$ cat src/rtl/matmul_result_reader_pkg.sv
`default_nettype none
// ============================================================================
//  Module      : matmul_result_reader_pkg
//  Description : Definitions shared by the systolic multiplier, the operand
//                loader and the result reader:
//                  - 2-bit FSM state encoding
//                  - MAX_DIM derivation from the operand and bus widths
//                  - slot index of element (row, col) in a flattened matrix
//  Revision    : 1.0 - initial release
// ============================================================================
package matmul_result_reader_pkg;

    // Width of the row/col dimension fields and index outputs.
    localparam int DIM_W = 2;

    typedef enum logic [1:0] {
        ST_IDLE   = 2'd0,
        ST_STREAM = 2'd1,
        ST_DONE   = 2'd2
    } rd_state_e;

    // Largest matrix dimension the datapath supports.
    function automatic int max_dim_f(input int bus_width, input int data_width);
        return bus_width / data_width;
    endfunction

    // Matrices are flattened column by column: slot = col * MAX_DIM + row.
    function automatic int slot_idx(input logic [DIM_W-1:0] row,
                                    input logic [DIM_W-1:0] col,
                                    input int               max_dim);
        return int'(col) * max_dim + int'(row);
    endfunction

endpackage : matmul_result_reader_pkg
`default_nettype wire

$ cat src/rtl/matmul_result_reader_if.sv
`default_nettype none
// ============================================================================
//  Module      : matmul_result_reader_if
//  Description : Valid/ready element stream from the result reader toward
//                the bus / register-file side.
//                  master : result reader (drives valid, data and tags)
//                  slave  : consumer (drives ready)
//                Signals: rd_valid_o, rd_ready_i, rd_data_o[BUS_WIDTH],
//                         rd_row_o[2], rd_col_o[2], rd_ovf_o, rd_last_o
//  Revision    : 1.0 - initial release
// ============================================================================
interface matmul_result_reader_if #(
    parameter int BUS_WIDTH = 16
) ();
    import matmul_result_reader_pkg::*;

    logic                 rd_valid_o;
    logic                 rd_ready_i;
    logic [BUS_WIDTH-1:0] rd_data_o;
    logic [DIM_W-1:0]     rd_row_o;
    logic [DIM_W-1:0]     rd_col_o;
    logic                 rd_ovf_o;
    logic                 rd_last_o;

    modport master (
        output rd_valid_o, rd_data_o, rd_row_o, rd_col_o, rd_ovf_o, rd_last_o,
        input  rd_ready_i
    );

    modport slave (
        input  rd_valid_o, rd_data_o, rd_row_o, rd_col_o, rd_ovf_o, rd_last_o,
        output rd_ready_i
    );

endinterface : matmul_result_reader_if
`default_nettype wire

$ cat src/rtl/matmul_rd_index_counter.sv
`default_nettype none
// ============================================================================
//  Module      : matmul_rd_index_counter
//  Description : Row/col walker for the result readout. Latches and clamps
//                the dimensions on load, steps on advance, and exposes the
//                index pair (and its "last" flag) that will be current after
//                the next clock edge, so the caller can register outputs for
//                the upcoming element in the same cycle.
//  Macro       : MATMUL_RD_COL_MAJOR_EN - column-major traversal when
//                defined, row-major otherwise.
//  Ports       : clk_i, rst_ni (sync, active-low)
//                load_i      - capture dims, restart at (0,0)
//                advance_i   - step to the next element
//                n_dim_i, m_dim_i - rows-1 / cols-1 (unclamped)
//                nxt_row_o, nxt_col_o, nxt_last_o - post-edge index state
//  Revision    : 1.0 - initial release
// ============================================================================
module matmul_rd_index_counter
    import matmul_result_reader_pkg::*;
#(
    parameter int MAX_DIM = 2
) (
    input  logic             clk_i,
    input  logic             rst_ni,
    input  logic             load_i,
    input  logic             advance_i,
    input  logic [DIM_W-1:0] n_dim_i,
    input  logic [DIM_W-1:0] m_dim_i,
    output logic [DIM_W-1:0] nxt_row_o,
    output logic [DIM_W-1:0] nxt_col_o,
    output logic             nxt_last_o
);

    localparam logic [DIM_W-1:0] c_DIM_MAX = DIM_W'(MAX_DIM - 1);

    logic [DIM_W-1:0] r_row, r_col, r_n_lat, r_m_lat;
    logic [DIM_W-1:0] w_row_nxt, w_col_nxt, w_n_nxt, w_m_nxt;

    function automatic logic [DIM_W-1:0] clamp_dim(input logic [DIM_W-1:0] d);
        return (d > c_DIM_MAX) ? c_DIM_MAX : d;
    endfunction

    always_comb begin
        w_row_nxt = r_row;
        w_col_nxt = r_col;
        w_n_nxt   = r_n_lat;
        w_m_nxt   = r_m_lat;
        if (load_i) begin
            w_n_nxt   = clamp_dim(n_dim_i);
            w_m_nxt   = clamp_dim(m_dim_i);
            w_row_nxt = '0;
            w_col_nxt = '0;
        end else if (advance_i) begin
`ifdef MATMUL_RD_COL_MAJOR_EN
            if (r_row < r_n_lat) begin
                w_row_nxt = r_row + 1'b1;
            end else begin
                w_row_nxt = '0;
                w_col_nxt = r_col + 1'b1;
            end
`else
            if (r_col < r_m_lat) begin
                w_col_nxt = r_col + 1'b1;
            end else begin
                w_col_nxt = '0;
                w_row_nxt = r_row + 1'b1;
            end
`endif
        end
    end

    always_ff @(posedge clk_i) begin
        if (!rst_ni) begin
            r_row   <= '0;
            r_col   <= '0;
            r_n_lat <= '0;
            r_m_lat <= '0;
        end else begin
            r_row   <= w_row_nxt;
            r_col   <= w_col_nxt;
            r_n_lat <= w_n_nxt;
            r_m_lat <= w_m_nxt;
        end
    end

    assign nxt_row_o  = w_row_nxt;
    assign nxt_col_o  = w_col_nxt;
    assign nxt_last_o = (w_row_nxt == w_n_nxt) && (w_col_nxt == w_m_nxt);

endmodule : matmul_rd_index_counter
`default_nettype wire

$ cat src/rtl/matmul_result_reader.sv
`default_nettype none
// ============================================================================
//  Module      : matmul_result_reader
//  Description : Snapshots the multiplier result matrix and overflow flags on
//                the rising edge of finish_mul_i, then streams the valid
//                (n+1) x (m+1) elements one per handshake. The multiplier is
//                free as soon as the snapshot is taken.
//  Macro       : MATMUL_RD_COL_MAJOR_EN - column-major readout order.
//  Ports       : clk_i, rst_ni (sync, active-low)
//                finish_mul_i, n_dim_i, m_dim_i, c_matrix_i, flags_i - from
//                the multiplier
//                rd_if (master) - element stream (valid/ready + tags)
//                busy_o  - snapshot held or stream in progress
//                done_o  - one-cycle pulse after the last element is taken
//  Revision    : 1.0 - initial release
// ============================================================================
module matmul_result_reader
    import matmul_result_reader_pkg::*;
#(
    parameter int DATA_WIDTH = 8,
    parameter int BUS_WIDTH  = 16
) (
    input  logic                                           clk_i,
    input  logic                                           rst_ni,
    input  logic                                           finish_mul_i,
    input  logic [DIM_W-1:0]                               n_dim_i,
    input  logic [DIM_W-1:0]                               m_dim_i,
    input  logic [max_dim_f(BUS_WIDTH, DATA_WIDTH)**2*BUS_WIDTH-1:0] c_matrix_i,
    input  logic [max_dim_f(BUS_WIDTH, DATA_WIDTH)**2-1:0]           flags_i,
    matmul_result_reader_if.master                         rd_if,
    output logic                                           busy_o,
    output logic                                           done_o
);

    localparam int MAX_DIM  = max_dim_f(BUS_WIDTH, DATA_WIDTH);
    localparam int c_NUM_EL = MAX_DIM * MAX_DIM;
    localparam int c_SLOT_W = (c_NUM_EL > 1) ? $clog2(c_NUM_EL) : 1;

    rd_state_e                     r_state;
    logic                          r_finish_d;
    logic [c_NUM_EL*BUS_WIDTH-1:0] r_snap_mat;
    logic [c_NUM_EL-1:0]           r_snap_flags;
    logic                          r_valid, r_ovf, r_last, r_busy, r_done;
    logic [BUS_WIDTH-1:0]          r_data;
    logic [DIM_W-1:0]              r_row, r_col;

    logic                 w_trigger, w_load, w_advance, w_present;
    logic [DIM_W-1:0]     w_nxt_row, w_nxt_col;
    logic                 w_nxt_last;
    logic [c_SLOT_W-1:0]  w_slot;
    logic [BUS_WIDTH-1:0] w_elem [c_NUM_EL];

    for (genvar g = 0; g < c_NUM_EL; g++) begin : g_elem
        assign w_elem[g] = r_snap_mat[g*BUS_WIDTH +: BUS_WIDTH];
    end

    assign w_trigger = finish_mul_i && !r_finish_d;
    assign w_load    = (r_state == ST_IDLE) && w_trigger;
    // Advance only on a non-final handshake; the final one leaves the stream.
    assign w_advance = (r_state == ST_STREAM) && r_valid && rd_if.rd_ready_i && !r_last;
    // Load the output registers for the first element (one cycle after the
    // snapshot) and after every non-final handshake.
    assign w_present = ((r_state == ST_STREAM) && !r_valid) || w_advance;
    assign w_slot    = c_SLOT_W'(slot_idx(w_nxt_row, w_nxt_col, MAX_DIM));

    matmul_rd_index_counter #(
        .MAX_DIM (MAX_DIM)
    ) u_index_counter (
        .clk_i      (clk_i),
        .rst_ni     (rst_ni),
        .load_i     (w_load),
        .advance_i  (w_advance),
        .n_dim_i    (n_dim_i),
        .m_dim_i    (m_dim_i),
        .nxt_row_o  (w_nxt_row),
        .nxt_col_o  (w_nxt_col),
        .nxt_last_o (w_nxt_last)
    );

    always_ff @(posedge clk_i) begin
        if (!rst_ni) begin
            r_state      <= ST_IDLE;
            r_finish_d   <= 1'b0;
            r_snap_mat   <= '0;
            r_snap_flags <= '0;
            r_valid      <= 1'b0;
            r_data       <= '0;
            r_row        <= '0;
            r_col        <= '0;
            r_ovf        <= 1'b0;
            r_last       <= 1'b0;
            r_busy       <= 1'b0;
            r_done       <= 1'b0;
        end else begin
            r_finish_d <= finish_mul_i;

            if (w_present) begin
                r_data <= w_elem[w_slot];
                r_ovf  <= r_snap_flags[w_slot];
                r_row  <= w_nxt_row;
                r_col  <= w_nxt_col;
                r_last <= w_nxt_last;
            end

            case (r_state)
                ST_IDLE: begin
                    if (w_trigger) begin
                        r_snap_mat   <= c_matrix_i;
                        r_snap_flags <= flags_i;
                        r_busy       <= 1'b1;
                        r_state      <= ST_STREAM;
                    end
                end
                ST_STREAM: begin
                    if (!r_valid) begin
                        r_valid <= 1'b1;
                    end else if (rd_if.rd_ready_i && r_last) begin
                        r_valid <= 1'b0;
                        r_last  <= 1'b0;
                        r_done  <= 1'b1;
                        r_state <= ST_DONE;
                    end
                end
                ST_DONE: begin
                    r_done  <= 1'b0;
                    r_busy  <= 1'b0;
                    r_state <= ST_IDLE;
                end
                default: r_state <= ST_IDLE;
            endcase
        end
    end

    assign rd_if.rd_valid_o = r_valid;
    assign rd_if.rd_data_o  = r_data;
    assign rd_if.rd_row_o   = r_row;
    assign rd_if.rd_col_o   = r_col;
    assign rd_if.rd_ovf_o   = r_ovf;
    assign rd_if.rd_last_o  = r_last;
    assign busy_o           = r_busy;
    assign done_o           = r_done;

endmodule : matmul_result_reader
`default_nettype wire

$ cat src/flat_wrapper.sv
// flat-port wrapper written by rule: the top's interface ports become plain ports
module matmul_result_reader_flat import matmul_result_reader_pkg::*;
#(
    parameter int DATA_WIDTH = 8,
    parameter int BUS_WIDTH  = 16
)
  (clk_i, rst_ni, finish_mul_i, n_dim_i, m_dim_i, c_matrix_i, flags_i, busy_o, done_o, rd_if_rd_valid_o, rd_if_rd_data_o, rd_if_rd_row_o, rd_if_rd_col_o, rd_if_rd_ovf_o, rd_if_rd_last_o, rd_if_rd_ready_i);
  matmul_result_reader_if #(.BUS_WIDTH(BUS_WIDTH)) rd_if_i ();
  input  logic clk_i;
  input  logic rst_ni;
  input  logic finish_mul_i;
  input  logic [DIM_W-1:0] n_dim_i;
  input  logic [DIM_W-1:0] m_dim_i;
  input  logic [max_dim_f(BUS_WIDTH, DATA_WIDTH)**2*BUS_WIDTH-1:0] c_matrix_i;
  input  logic [max_dim_f(BUS_WIDTH, DATA_WIDTH)**2-1:0] flags_i;
  output logic busy_o;
  output logic done_o;
  output wire logic [$bits(rd_if_i.rd_valid_o)-1:0] rd_if_rd_valid_o;
  output wire logic [$bits(rd_if_i.rd_data_o)-1:0] rd_if_rd_data_o;
  output wire logic [$bits(rd_if_i.rd_row_o)-1:0] rd_if_rd_row_o;
  output wire logic [$bits(rd_if_i.rd_col_o)-1:0] rd_if_rd_col_o;
  output wire logic [$bits(rd_if_i.rd_ovf_o)-1:0] rd_if_rd_ovf_o;
  output wire logic [$bits(rd_if_i.rd_last_o)-1:0] rd_if_rd_last_o;
  input wire logic [$bits(rd_if_i.rd_ready_i)-1:0] rd_if_rd_ready_i;
  assign rd_if_rd_valid_o = rd_if_i.rd_valid_o;
  assign rd_if_rd_data_o = rd_if_i.rd_data_o;
  assign rd_if_rd_row_o = rd_if_i.rd_row_o;
  assign rd_if_rd_col_o = rd_if_i.rd_col_o;
  assign rd_if_rd_ovf_o = rd_if_i.rd_ovf_o;
  assign rd_if_rd_last_o = rd_if_i.rd_last_o;
  assign rd_if_i.rd_ready_i = rd_if_rd_ready_i;
  matmul_result_reader #(.DATA_WIDTH(DATA_WIDTH), .BUS_WIDTH(BUS_WIDTH)) u_core (.clk_i(clk_i), .rst_ni(rst_ni), .finish_mul_i(finish_mul_i), .n_dim_i(n_dim_i), .m_dim_i(m_dim_i), .c_matrix_i(c_matrix_i), .flags_i(flags_i), .rd_if(rd_if_i), .busy_o(busy_o), .done_o(done_o));
endmodule
$ cat config.mk
export PLATFORM = sky130hd
export DESIGN_NAME = matmul_result_reader_flat
export DESIGN_NICKNAME = d
export VERILOG_FILES = /design/src/rtl/matmul_result_reader_pkg.sv /design/src/rtl/matmul_result_reader_if.sv /design/src/rtl/matmul_rd_index_counter.sv /design/src/rtl/matmul_result_reader.sv /design/src/flat_wrapper.sv
export SDC_FILE = /design/constraint.sdc
export NUM_CORES = 1
export LEC_CHECK = 0
export CAP_MARGIN = 20
export CORE_MARGIN = 8
export CORE_UTILIZATION = 55
export CTS_CLUSTER_SIZE = 28
export DETAILED_ROUTE_END_ITERATION = 6
export GPL_ROUTABILITY_DRIVEN = 0
export PLACE_DENSITY = 0.93
export SYNTH_ARGS = -nofsm -noshare
export SYNTH_HDL_FRONTEND = slang
export SYNTH_HIERARCHICAL = 1
export SYNTH_SLANG_ARGS = --single-unit
$ cat constraint.sdc
create_clock -name clk_i -period 4.8 [get_ports clk_i]
set_input_delay 0.96 -clock clk_i [delete_from_list [all_inputs] [get_ports clk_i]]
set_output_delay 0.96 -clock clk_i [all_outputs]
set_load 0.01 [all_outputs]
# ---- After elaboration in Yosys (flattened, before gate mapping)
# Cells that the tools add are included.
dict set report word_totals {
  register_bits 104
}
dict set report op_classes {
  n_addsub 3
  order_cmp 5
  eq_ne 7
  n_mux 30
  bitwise_logic 1
  n_reduce_logical 19
}
# cell count
set ops {}
lappend ops {{$bmux 16 s2} 1}
lappend ops {{$mux 16} 2}
lappend ops {{$mux 2} 13}
lappend ops {{$mux 1} 10}
lappend ops {{$logic_and 1x1->1} 8}
lappend ops {{$reduce_and 3->1} 2}
lappend ops {{$add 2x1->2 const B} 2}
lappend ops {{$eq 2x2->1} 2}
lappend ops {{$gt 2x1->1 const B} 2}
lappend ops {{$ne 2x1->1 const B} 2}
lappend ops {{$pmux 1 s2} 2}
lappend ops {{$pmux 2 s2} 1}
lappend ops {{$reduce_and 2->1} 2}
lappend ops {{$reduce_bool 2->1} 2}
lappend ops {{$ge 3x3->1 const B} 1}
lappend ops {{$logic_not 1->1} 3}
lappend ops {{$lt 2x3->1 const B} 1}
lappend ops {{$not 2->3} 1}
lappend ops {{$add 2x2->2} 1}
lappend ops {{$bmux 1 s2} 1}
lappend ops {{$eq 2x1->1 const B} 1}
lappend ops {{$eq 2x2->1 const B} 1}
lappend ops {{$logic_not 2->1} 1}
lappend ops {{$lt 2x2->1} 1}
lappend ops {{other kinds (2)} 2}

# ---- Logic depth before layout (Yosys ltp)
# Gate-level depths: netlist of the first run.
dict set report logic_depth {
  depth_word 12
  ltp_mapped 11
}

# ---- Cells and area by module
# The synthesis of the first run kept the hierarchy.
# mod n_inst cells_each area_per_inst_um2 seq_area_each_um2
set by_module_without_submodules {}
lappend by_module_without_submodules {matmul_result_reader 1 400 4195.3 1921.8}
lappend by_module_without_submodules {matmul_rd_index_counter 1 56 469.2 160.2}

# ---- Worst setup path before layout of the first run
# Ideal clock, no wire load.
dict set report synth_timing {
  kind {input port to flip-flop}
  from {in finish_mul_i}
  to {reg u_core.r_data[15] (netlist: u_core/rd_if.rd_data_o[15])}
  setup_ps 117
  t_arrival_ps 3245
  path_slack_ps 1438
  stages 9
  path_buffers 3
  path_cell_list {or4b_1 -> buf_6 -> inv_12 -> buf_12 -> clkbuf_1 -> nor2_1 -> xnor2_2 -> mux4_2 -> a22o_1}
}
dict set report synth_between {
  elab_chain_cells 8
}
# item line
set synth_lines {}
lappend synth_lines {{start, declared} flat_wrapper.sv:11} ;# input logic finish_mul_i;
lappend synth_lines {{$logic_and 1x1->1} matmul_result_reader.sv:57} ;# assign w_trigger = finish_mul_i && !r_finish_d;
lappend synth_lines {{$logic_and 1x1->1} matmul_result_reader.sv:58} ;# assign w_load = (r_state == ST_IDLE) && w_trigger;
lappend synth_lines {{via u_core.w_load} matmul_result_reader.sv:47} ;# logic w_trigger, w_load, w_advance, w_present;
lappend synth_lines {{$mux 2} matmul_rd_index_counter.sv:48} ;# if (load_i) begin
lappend synth_lines {{via u_core.w_nxt_row[1]} matmul_result_reader.sv:48} ;# logic [DIM_W-1:0] w_nxt_row, w_nxt_col;
lappend synth_lines {{$add 2x2->2} matmul_result_reader_pkg.sv:31} ;# return int'(col) * max_dim + int'(row);
lappend synth_lines {{$not 2->3 (not written as such)} matmul_result_reader.sv:98} ;# r_data <= w_elem[w_slot];
lappend synth_lines {{$bmux 16 s2} matmul_result_reader.sv:98}
lappend synth_lines {{$mux 16 (not written as such) (2 in a row)} matmul_result_reader.sv:98}
lappend synth_lines {{end signal, assigned} matmul_result_reader.sv:98}
lappend synth_lines {{end, declared} matmul_result_reader.sv:44} ;# logic [BUS_WIDTH-1:0] r_data;
# The timed path passes the listed nets, and every way through them passes these cells. The select of a mux whose other input is x is not followed.
# A chain may end at the register's enable or synchronous reset.

# ---- Worst setup path after layout of the first run
dict set report layout_timing {
  from {in rd_if_rd_ready_i}
  to {reg u_core.r_data[8] (netlist: u_core/rd_if.rd_data_o[8])}
}
dict set report layout_between {
  elab_chain_cells 9
}
# item line
set layout_lines {}
lappend layout_lines {{start, declared} flat_wrapper.sv:24} ;# input wire logic [$bits(rd_if_i.rd_ready_i)-1:0] rd_if_rd_ready_i;
lappend layout_lines {{$logic_and 1x1->1 (2 in a row)} matmul_result_reader.sv:60} ;# assign w_advance = (r_state == ST_STREAM) && r_valid && rd_if.rd_ready_i && !r_last;
lappend layout_lines {{via u_core.w_advance} matmul_result_reader.sv:47}
lappend layout_lines {{$mux 2} matmul_rd_index_counter.sv:53} ;# end else if (advance_i) begin
lappend layout_lines {{$mux 2} matmul_rd_index_counter.sv:48}
lappend layout_lines {{via u_core.w_nxt_row[1]} matmul_result_reader.sv:48}
lappend layout_lines {{$add 2x2->2} matmul_result_reader_pkg.sv:31}
lappend layout_lines {{$not 2->3 (not written as such)} matmul_result_reader.sv:98}
lappend layout_lines {{$bmux 16 s2} matmul_result_reader.sv:98}
lappend layout_lines {{$mux 16 (not written as such) (2 in a row)} matmul_result_reader.sv:98}
# The timed path passes the listed nets, and every way through them passes these cells. The select of a mux whose other input is x is not followed.

==> out/results.tsv, run 1 <==
metric	value	unit
CP top delay family	buffers and inverters	
final setup TNS	0	ns
status	finished clean	
largest net degree at the start of global routing	84	
die height	108	um
Final Slew Violations	0	
Worst Setup End Kind	flop	
CTS Buffer Depth	2	
GRT overflow	0	
antenna cells	0	
Synth area leader	dfxtp_1	
Crit path depth	13	
Crit path largest cell delay	0.54	ns
share of the synthesized area in the top cell type	44.6	%
Inst Count DP	638	
# setup viols final	0	
type of the worst min-delay path	reg2reg	
MaxCap Viol Count	0	
Critical Path Source	rd_if_rd_ready_i	
DR WL/cell	16.7	um
number of H-tree levels	3	
worst slew pin tran	0.948	ns
cell area after synthesis	4660	sq um
initial antenna violation count	0	
first-pass iteration count of the detailed router	5	
crit path max fanout	9	
clock root buffer	clkbuf_8	
commonest non-fill, non-tap cells in the layout	nand2_1 (115), dfxtp_1 (104), clkdlybuf4s50_1 (99), a21boi_2 (38), a21boi_1 (30)	
post-synthesis sequential area ratio	44.6	%
final net count	621	
Tot GR Track Use	19.3	%
Vias/cell	5.44	
Worst Path Buf+Inv	3	
Antenna Violating Nets Remaining	0	
Starting Density	56.8	%
die width	108	um
Synth Register Bits	104	
CP max stage cell	xnor2_2	
RSZ-0062 raised after global routing	false	
worst skew pair latency	0.37	ns
Via Count	3559	
post-DP HPWL	7600	um
layout cell share with drive strength beyond 1	21.3	%
# hold bufs at CTS	0	
number of global-route vias before repair	3728	
Final Instance Count excl. Fillers	654	
first-pass GRT wire length	18000	um
TritonCTS buffer count	9	
Yosys cell types	44	
Leak	0.00208	uW
Tcrit/Tclk final	77.3	%
Reg-to-Reg Start	u_core/r_state[1]	
peak supply drop	0.208	mV
CTS Sinks	104	
main area contributors after synthesis	dfxtp_1 (45%), nand2_1 (9.3%), a21boi_2 (9.2%)	
TritonCTS clock tree	done	
# rows	33	
Synth async-reset ratio	0	%
ordered list of cells on the worst path	clkdlybuf4s50_1, nand2_1, nor3_1, buf_4, o21ai_1, nor2_2, nand2_1, xor2_1, nor2_1, xnor2_2, buf_4, mux4_2, a22o_1	
reg-to-reg endpoint	u_core/rd_if.rd_data_o[8]	
Layout area overhead	24.4	%
# IOs	101	
required time of the critical path	5.06	ns
Mean Syn Cell Area	10.2	sq um
Post-Syn Nets	533	
crit start category	primary input	
most common cell after layout, fill and taps aside	nand2_1	
drt drc	0	
cell count after synthesis	456	
clock slew at reported path FFs	0.10	ns
final wirelength	11000	um
post-CTS resize count	0	
CP arrival	3.97	ns
Ys Warns	6	
skew final	0.0120	ns
Worst setup endpoint	u_core/rd_if.rd_data_o[8]	
PD cells	301	nW/um^2
Max Clock Freq	270	MHz
R2R setup slack	1.65	ns
normalized max-slew margin	36.8	%
Tmin final	3.71	ns
WS Path Type	in2reg	
setup bufs post-CTS	0	
buffers added on ports	100	
initial DRC count	189	
endpoints failing hold	0	
Core Box Area	8220	sq um
total die area	11700	sq um
Reg2Reg Depth	12	
EDFF count, synth	0	
Top FF cell, synth	dfxtp_1	
post-layout util	70.6	%
## cells by family after synthesis
group | Yosys count | share of synthesized area [%]
and+or+nand+nor | 185 | 18.3
AOI/OAI and AO/OA | 104 | 20.1
DFF | 104 | 44.6
buffers and inverters | 33 | 5.90
muxes | 22 | 9.28
xor gates and xnor gates | 7 | 1.48
adders and majority gates | 1 | 0.268
## power breakdown
group	switching [uW]	internal, uW
Clock	313	253
Combinational	119	134
Sequential	25.3	905
## how the worst min path moves through the flow
| stage | start | endpoint | slack, ns | cells after the start |
|---|---|---|---|---|
| 2_1_floorplan | u_core/u_index_counter/r_n_lat[1] | u_core/u_index_counter/r_n_lat[1] | 0.42 | 2 |
| 3_3_place_gp | u_core/u_index_counter/r_n_lat[1] | u_core/u_index_counter/r_n_lat[1] | 0.43 | 2 |
| 3_5_place_dp | u_core/r_snap_mat[0] | u_core/r_snap_mat[0] | 0.44 | 2 |
| 4_1_cts | u_core/r_snap_mat[0] | u_core/r_snap_mat[0] | 0.46 | 2 |
| 5_1_grt | u_core/r_snap_mat[0] | u_core/r_snap_mat[0] | 0.47 | 2 |
| 6_report | u_core/r_snap_mat[0] | u_core/r_snap_mat[0] | 0.45 | 2 |
## Yosys cell counts (2+ instances only)
cell type,number
nand2_1,115
dfxtp_1,104
a21boi_2,38
a21boi_1,30
nand2_2,28
a22o_1,17
mux4_2,17
nor2_1,15
nor2b_1,11
clkbuf_1,9
buf_2,6
buf_6,5
mux2i_1,5
nand2b_1,5
a21oi_1,4
o21ai_0,4
xor2_1,4
buf_12,3
buf_4,3
buf_8,3
o31ai_1,3
a21oi_2,2
inv_1,2
nor3_1,2
xnor2_1,2
## state kept, by name, summed over array words and instances (netlist names)
name and count:
u_core/u_index_counter/r_col 2, u_core/r_state 2, u_core/u_index_counter/r_n_lat 2, u_core/r_finish_d 1
u_core/rd_if.rd_ovf_o 1, u_core/rd_if.rd_col_o 2, u_core/rd_if.rd_last_o 1, u_core/r_snap_mat 64
u_core/u_index_counter/r_m_lat 2, u_core/done_o 1, u_core/r_snap_flags 4, u_core/rd_if.rd_valid_o 1
u_core/busy_o 1, u_core/rd_if.rd_row_o 2, u_core/rd_if.rd_data_o 16, u_core/u_index_counter/r_row 2
## final cells by class
class	instances	area, sq um
Timing Repair Buffer	107	1050
Multi-Input combinational cell	319	2310
Clock inverter	7	83.8
Clock buffer	9	124
Inverter	3	23.8
Fill cell	591	2410
Sequential cell	104	2080
Tap cell	105	131
## metal layers
metal | track usage, % | routed length (um) | up-vias
met5 | 0 | 0 | -
met4 | 4.46 | 105 | 0
met3 | 5.65 | 795 | 10
met2 | 33.6 | 5550 | 119
met1 | 22.7 | 4510 | 1704
li1 | - | - | 1726
## worst min-delay path: cells and delay by family, from the launching register on
family | cells | cell delay (ns)
AND/OR/NAND/NOR | 1 | 0.05
AO/OA/AOI/OAI | 1 | 0.05
flip-flops | 1 | 0.32
## stage by stage
step | instance area (sq um) | hold slack (ns) | power [uW] | worst slack [ns]
after floorplan | 4660 | 0.420 | 1110 | 1.44
after global placement | 5600 | 0.432 | 1190 | 0.851
after detailed placement | 5600 | 0.442 | 1200 | 0.696
after CTS | 5800 | 0.456 | 1760 | 1.11
after global routing | 5800 | 0.471 | 1830 | 0.877
final | 5800 | 0.453 | 1750 | 1.09
Power figures use the tool's default switching activity.
==> run 2, diff against run 1 <==
--- a/config.mk
+++ b/config.mk
@@ -7,11 +7,11 @@
 export LEC_CHECK = 0
 export CAP_MARGIN = 20
 export CORE_MARGIN = 8
-export CORE_UTILIZATION = 55
+export CORE_UTILIZATION = 51
 export CTS_CLUSTER_SIZE = 28
 export DETAILED_ROUTE_END_ITERATION = 6
 export GPL_ROUTABILITY_DRIVEN = 0
-export PLACE_DENSITY = 0.93
+export PLACE_DENSITY = 0.87
 export SYNTH_ARGS = -nofsm -noshare
 export SYNTH_HDL_FRONTEND = slang
 export SYNTH_HIERARCHICAL = 1
==> constraint.sdc (replaced) <==
create_clock -name clk_i -period 3.47 [get_ports clk_i]
set_input_delay 0.694 -clock clk_i [delete_from_list [all_inputs] [get_ports clk_i]]
set_output_delay 0.694 -clock clk_i [all_outputs]
set_load 0.01 [all_outputs]
==> run 2 against run 1 <==
Effect of this change: die area up 6.7%; routed wire length down 0.54%; clock skew up 0.0075 ns; first-iteration DRC count down 12%; core utilization down 6.3 points; largest cell class unchanged.
==> out/results.tsv, run 2 (synthesized netlist as in run 1, its figures left out) <==
metric	value	unit
Max Clock Freq	313	MHz
Worst Setup End Kind	flop	
Final Slew Violations	0	
post-CTS resize count	0	
normalized max-slew margin	33.7	%
number of H-tree levels	3	
type of the worst min-delay path	reg2reg	
# IOs	101	
clock root buffer	clkbuf_8	
Storage cell area	2080	sq um
Via Count	3584	
initial antenna violation count	0	
skew final	0.0196	ns
Starting Density	51.5	%
status	finished clean	
layout cell share with drive strength beyond 1	21.8	%
Core Box Area	9060	sq um
crit start category	primary input	
die width	112	um
# rows	35	
final setup TNS	0	ns
first-pass GRT wire length	18100	um
area of the multi-input gates	2320	sq um
clock slew at reported path FFs	0.10	ns
antenna cells	0	
post-place instance area	5630	sq um
RSZ-0062 raised after global routing	false	
CTS Buffer Depth	2	
Leak	0.00208	uW
setup bufs post-CTS	0	
worst slew pin tran	0.995	ns
TritonCTS buffer count	9	
Tmin final	3.20	ns
max FFs per register	64	
first-pass iteration count of the detailed router	4	
number of fill cells	724	
required time of the critical path	3.73	ns
number of global-route vias before repair	3676	
CTS Sinks	104	
initial DRC count	167	
final net count	623	
largest net degree at the start of global routing	69	
Layout area overhead	25.1	%
final wirelength	10900	um
# setup viols final	0	
worst skew pair latency	0.37	ns
most common cell after layout, fill and taps aside	nand2_1	
PD cells	416	nW/um^2
total die area	12500	sq um
Finished Cell Area	5840	sq um
Antenna Violating Nets Remaining	0	
# hold bufs at CTS	0	
post-DP HPWL	8060	um
CP arrival	3.46	ns
DR WL/cell	16.5	um
Vias/cell	5.41	
TritonCTS clock tree	done	
crit path max fanout	9	
Inst Count DP	646	
die height	112	um
Tot GR Track Use	17.7	%
Most flops, register	u_core/r_snap_mat	
buffers added on ports	100	
GRT overflow	0	
final hold slack	0.458	ns
Final Instance Count excl. Fillers	662	
WS Path Type	in2reg	
peak supply drop	0.255	mV
drt drc	0	
Tcrit/Tclk final	92.2	%
endpoints failing hold	0	
MaxCap Viol Count	0	
commonest non-fill, non-tap cells in the layout	nand2_1 (115), dfxtp_1 (104), clkdlybuf4s50_1 (99), a21boi_2 (38), a21boi_1 (30)	
==> run 2: changes by cell type in the layout (fill, tap and decap cells not counted) <==
cell        delta
inv_6          -1
nor2_2         -1
clkinv_2       -1
buf_4          +2
nor2b_2        +1
nor2b_1        -1
clkinvlp_4     +1
clkinv_4       +1
nor2_4         +1
==> run 2: final cells by class <==
class / count / area share (%)
multi-input combinational: 319 / 39.7
inverter: 3 / 0.407
sequential: 104 / 35.7
clock inverter: 7 / 1.48
clock buffer: 9 / 2.12
tap: 111 / 2.38
timing repair buffer: 109 / 18.2
==> run 2: path summary, 6_finish.rpt <==
path | startpoint | to | slack, ns | cells after the start
max | rd_if_rd_ready_i | u_core/rd_if.rd_ovf_o | 0.27 | 11
min | u_core/r_snap_mat[52] | u_core/r_snap_mat[52] | 0.46 | 2
max reg2reg | u_core/r_state[1] | u_core/rd_if.rd_ovf_o | 0.51 | 10
min reg2reg | u_core/r_snap_mat[52] | u_core/r_snap_mat[52] | 0.46 | 2
==> run 2: critical path: stages <==
cell	delay (ns)
clkdlybuf4s50_1	0.48
nand2_1	0.06
nor3_1	0.22
o21ai_1	0.13
nor2_2	0.11
nand2_1	0.07
xor2_1	0.19
nor2_1	0.11
xnor2_2	0.61
mux4_2	0.60
a22o_1	0.19
==> run 2: per-stage QoR <==
step / worst slack [ns] / util [%] / power (uW)
global placement: -0.0427 / 62.1 / 1650
CTS: 0.291 / 64.4 / 2450
floorplan: 0.374 / - / 1540
detailed placement: -0.109 / 62.1 / 1660
global route: 0.0834 / 64.4 / 2530
finish: 0.272 / 64.4 / 2420
==> run 2: per-layer routing <==
metal / share of wire (%) / routed length, um / GRT usage [%]
met5: 0 / 0 / 0
met3: 7.0 / 767 / 5.47
met1: 43 / 4640 / 20.2
met4: 0.70 / 76 / 5.20
met2: 50 / 5410 / 30.9
==> run 2: power by group <==
part,switching [uW],leakage (uW),internal [uW]
Clock,438,0.000104,350
Sequential,35.6,0.000849,1250
Combinational,164,0.00113,185
